### src/rtl/uart_rx_frame.sv
// UART receive framer: synchronises rx, detects the start edge, samples each bit
// on the baud generator's mid-bit strobe and emits one byte per frame with an error flag.
module uart_rx_frame #(
    parameter int PARITY = 0
) (
    input  logic       clk,
    input  logic       rst_n,
    input  logic       rx,
    input  logic       bps_clk,
    output logic       bps_en,
    output logic [7:0] rx_data,
    output logic       rx_valid,
    output logic       rx_err
);

    typedef enum logic [2:0] {IDLE, START, DATA, PAR, STOP} state_t;

    localparam logic PAR_ODD = (PARITY == 1);

    state_t     state, state_nxt;
    logic       s1, s2, s3;
    logic       start_edge;
    logic [7:0] shreg;
    logic [2:0] cnt;
    logic       par_err;

    // s2 is the sampled line; s3 only exists to detect the 1->0 transition
    always_ff @(posedge clk or negedge rst_n) begin
        if (!rst_n) begin
            s1 <= 1'b1;
            s2 <= 1'b1;
            s3 <= 1'b1;
        end else begin
            s1 <= rx;
            s2 <= s1;
            s3 <= s2;
        end
    end

    assign start_edge = s3 & ~s2;

    always_ff @(posedge clk or negedge rst_n) begin
        if (!rst_n) state <= IDLE;
        else        state <= state_nxt;
    end

    always_comb begin
        state_nxt = state;
        case (state)
            IDLE:  if (start_edge) state_nxt = START;
            START: if (bps_clk)    state_nxt = s2 ? IDLE : DATA;
            DATA:  if (bps_clk && cnt == 3'd7) state_nxt = (PARITY != 0) ? PAR : STOP;
            PAR:   if (bps_clk)    state_nxt = STOP;
            STOP:  if (bps_clk)    state_nxt = IDLE;
            default:               state_nxt = IDLE;
        endcase
    end

    always_comb begin
        bps_en = (state != IDLE);
    end

    always_ff @(posedge clk or negedge rst_n) begin
        if (!rst_n) begin
            shreg    <= 8'h00;
            cnt      <= 3'd0;
            par_err  <= 1'b0;
            rx_data  <= 8'h00;
            rx_valid <= 1'b0;
            rx_err   <= 1'b0;
        end else begin
            rx_valid <= 1'b0;
            case (state)
                IDLE: if (start_edge) begin
                    cnt     <= 3'd0;
                    par_err <= 1'b0;
                end
                DATA: if (bps_clk) begin
                    shreg[cnt] <= s2;
                    cnt        <= cnt + 3'd1;
                end
                PAR: if (bps_clk) begin
                    par_err <= ((^shreg) ^ s2) != PAR_ODD;
                end
                STOP: if (bps_clk) begin
                    // errored frames still publish their data
                    rx_data  <= shreg;
                    rx_err   <= ~s2 | par_err;
                    rx_valid <= 1'b1;
                end
                default: ;
            endcase
        end
    end

endmodule

### config.mk
export PLATFORM = sky130hd
export DESIGN_NAME = uart_rx_frame
export DESIGN_NICKNAME = d
export VERILOG_FILES = /design/src/rtl/uart_rx_frame.sv
export SDC_FILE = /design/constraint.sdc
export NUM_CORES = 1
export LEC_CHECK = 0
export ABC_CLOCK_PERIOD_IN_PS = 2800
export CAP_MARGIN = 10
export CORE_MARGIN = 4
export CORE_UTILIZATION = 35
export DETAILED_ROUTE_END_ITERATION = 10
export GPL_ROUTABILITY_DRIVEN = 0
export SKIP_CTS_REPAIR_TIMING = 1
export SLEW_MARGIN = 20
export SYNTH_ARGS = -nofsm -noshare
export SYNTH_HDL_FRONTEND = slang
export SYNTH_SLANG_ARGS = --single-unit
### constraint.sdc
create_clock -name clk -period 2.8 [get_ports clk]
set_clock_uncertainty 0.2 [all_clocks]
set_input_delay 0.84 -clock clk [delete_from_list [all_inputs] [get_ports clk]]
set_output_delay 0.84 -clock clk [all_outputs]
set_load 0.03 [all_outputs]
==> flow_metrics.env <==
export IMPL_slew_headroom=0.7627
export IMPL_area_delta_synth_final_pct=20.46
export IMPL_groute_usage_overall=0.1094
export IMPL_cpMaxStageDelayCell="dfrtp_1"
export IMPL_hold_ws_ps=167.7
export IMPL_rsz0062_at_grt="false"
export IMPL_hold_end="s2"
export IMPL_antenna_found_initial=0
export IMPL_drv_slew=0
export IMPL_r2r_start="state[2]"
export IMPL_wl_mm=2.130
export IMPL_min_delay_path_depth=0
export IMPL_clockPowerShare=0.211
export IMPL_setup_violations=0
export IMPL_num_io_pins=15
export IMPL_max_freq_ghz=0.3985
export IMPL_rows=21
export IMPL_fin_crit_ps=2509
export IMPL_intPower_mw=0.8520
export IMPL_netlist_area_um2=1260
export IMPL_worstPathBufferInverterCount=1
export IMPL_crit_family="flip-flops"
export IMPL_status="completed"
export IMPL_clock_sinks=28
export IMPL_ant_nets=0
export IMPL_antennaDiodeCount=0
export IMPL_grt_pass1_wl_mm=3.657
export IMPL_wl_per_cell_um=13.40
export IMPL_utilization=0.4443
export IMPL_grt_max_degree=29
export IMPL_htreeDepth=1
export IMPL_dp_hpwl_mm=1.530
export IMPL_irDropWorstVdd_mv=0.3862
export IMPL_cts_buffer_depth=2
export IMPL_initial_core_util=0.3689
export IMPL_ys_types=28
export IMPL_fillers=337
export IMPL_reg2reg_depth=4
export IMPL_arrival_ps=1470
export IMPL_power_switching_mw=0.4089
export IMPL_hold_class="register to register"
export IMPL_cp_required_ps=1760
export IMPL_core_um2=3416
export IMPL_insertion_delay_ps=330
export IMPL_worstReg2RegEnd="shreg[4]"
export IMPL_vias=749
export IMPL_portBuffers=14
export IMPL_cts_made_buffers=3
export IMPL_grt_pass1_vias=759
export IMPL_cts_root_buf="clkbuf_4"
export IMPL_syn_avg_cell_area_um2=13.26
export IMPL_crit_path_cell_trace="or3_1 > dlymetal6s2s_1"
export IMPL_cts_tree="built"
export IMPL_drtIter0Drc=33
export IMPL_drt_pass1_iterations=4
export IMPL_setup_ws_ps=290.6
export IMPL_overflow=0
export IMPL_ys_warn_count=0
export IMPL_synthesis_nets=101
export IMPL_post_place_ws_ps=184.9
export IMPL_end_kind="output pin"
export IMPL_die_x_um=68
export IMPL_leakage_nw=0.6941
export IMPL_hold_viol=0
export IMPL_dieArea_um2=4624
export IMPL_cp_max_fo=7
export IMPL_drc=0
export IMPL_worstSetupPathType="register to output pin"
export IMPL_comb_power_share=0.330
export IMPL_fin_crit_sh=0.8962
export IMPL_yosys_register_bits=28
export IMPL_clk_pin_slew_worst_paths_ps=160
export IMPL_max_cap_viol_count=0
export IMPL_final_nets=120
export IMPL_crit_path_start_kind="register"
export IMPL_yosysSeqAreaShare=0.5591
export IMPL_syn_inst=95
export IMPL_drive_gt1_frac=0.2566
export IMPL_switching_share=0.3243
export IMPL_rrSetupSlack_ps=950
export IMPL_p_per_area_nw_per_um2=830.8
export IMPL_hold_path_startpoint="s1"
export IMPL_cpPeakStageDelay_ps=470
export IMPL_worstMarginPinSlew_ps=354.4
export IMPL_fp_dieH_um=68
export IMPL_sequentialPowerShare=0.460
export IMPL_routed_via_density=4.711
-- synthesized netlist by cell type --
library cell,instances,area share
ha_1,2,0.020
o32ai_1,1,0.0070
nor3_1,2,0.0079
nor3b_2,5,0.050
nand2_2,1,0.0050
nor4bb_1,1,0.0079
xnor2_1,4,0.028
o22ai_1,1,0.0050
inv_1,2,0.0060
mux2_1,5,0.045
xnor3_1,1,0.018
dfstp_2,3,0.063
a21oi_1,1,0.0040
xor2_1,2,0.014
or3_1,1,0.0050
dfrtp_1,25,0.50
or4b_1,1,0.0079
nand2_1,8,0.024
nor2_1,6,0.018
a31oi_1,1,0.0050
and3_2,1,0.0060
a21o_1,1,0.0060
o21ai_0,4,0.016
and4bb_4,1,0.013
mux2_2,11,0.098
nand2b_4,1,0.011
nand4b_1,1,0.0070
buf_2,2,0.0079
-- worst max-delay path by stage --
stage | startpoint | endpoint | cells after the start
global placement | bps_clk | shreg[1] | 5
finish | state[1] | bps_en | 2
CTS | state[1] | bps_en | 2
floorplan | bps_clk | shreg[5] | 4
global route | state[1] | bps_en | 2
detailed placement | bps_clk | shreg[1] | 5
-- sequential cells by signal (all words and copies together) (netlist names) --
signal    cells
rx_data       8
state         3
rx_valid      1
cnt           3
par_err       1
rx_err        1
s3            1
s2            1
s1            1
shreg         8
-- cells in the final DEF, fill, tap and decap left out, types with 2 or more instances in the layout --
cell type and instances:
dfrtp_1 25, clkdlybuf4s50_1 13, mux2_2 11, nand2_1 8, nor2_1 6, nor3b_2 5, mux2_1 5, o21ai_0 4
xnor2_1 4, clkbuf_4 3, dfstp_2 3, nor3_1 2, inv_1 2, xor2_1 2, ha_1 2, buf_4 2
-- power by group through the flow --
stage          registers (mW)  logic, mW  clock network, mW
2_1_floorplan           0.619      0.254                  0
3_3_place_gp            0.586      0.418                  0
3_5_place_dp            0.590      0.426                  0
4_1_cts                 0.582      0.427              0.273
5_1_grt                 0.597      0.454              0.286
6_report                0.580      0.416              0.266
-- per-layer routing --
| layer | global-route usage | vias up | share of wire |
|---|---|---|---|
| li1 | - | 374 | - |
| met1 | 0.1429 | 355 | 0.50 |
| met2 | 0.1745 | 16 | 0.45 |
| met3 | 0.01970 | 4 | 0.036 |
| met4 | 0.05211 | 0 | 0.018 |
| met5 | 0 | - | 0 |
-- logic make-up (layout without fill, tap and decap cells) --
group	after synthesis	count (layout)	synth area share
buffers and inverters	4	22	0.01391
adders and majority gates	2	2	0.01986
and+or+nand+nor	29	29	0.1619
DFF	28	28	0.5591
AOI/OAI and AO/OA	9	9	0.04271
muxes	16	16	0.1430
xor gates and xnor gates	7	7	0.05958
-- worst register-to-register path: cells and delay by family, from the launching register on --
| family | cells | cell delay, ps |
|---|---|---|
| mux | 1 | 350 |
| simple gates | 3 | 730 |
| flops | 1 | 480 |
-- through the flow --
| step | setup TNS [ps] | instance area [um2] | instances | total power [mW] |
|---|---|---|---|---|
| 3_5_place_dp | 0 | 1463 | 155 | 1.016 |
| 3_3_place_gp | 0 | 1463 | 155 | 1.004 |
| 6_report | 0 | 1518 | 159 | 1.261 |
| 4_1_cts | -85.39 | 1515 | 159 | 1.282 |
| 2_1_floorplan | 0 | 1260 | 95 | 0.8733 |
| 5_1_grt | 0 | 1518 | 159 | 1.336 |
-- area by class of cell --
| cell class | count | area [um2] | share of cell area |
|---|---|---|---|
| flip-flops and latches | 28 | 704.4 | 0.4641 |
| multi-input cells | 63 | 538.0 | 0.3545 |
| repair buffers | 16 | 157.7 | 0.1039 |
| well taps | 46 | 57.56 | 0.03792 |
| clock inverters | 1 | 30.03 | 0.01979 |
| clock buffers | 3 | 22.52 | 0.01484 |
| inverters | 2 | 7.507 | 0.004946 |
(Power assumes the default switching activity.)
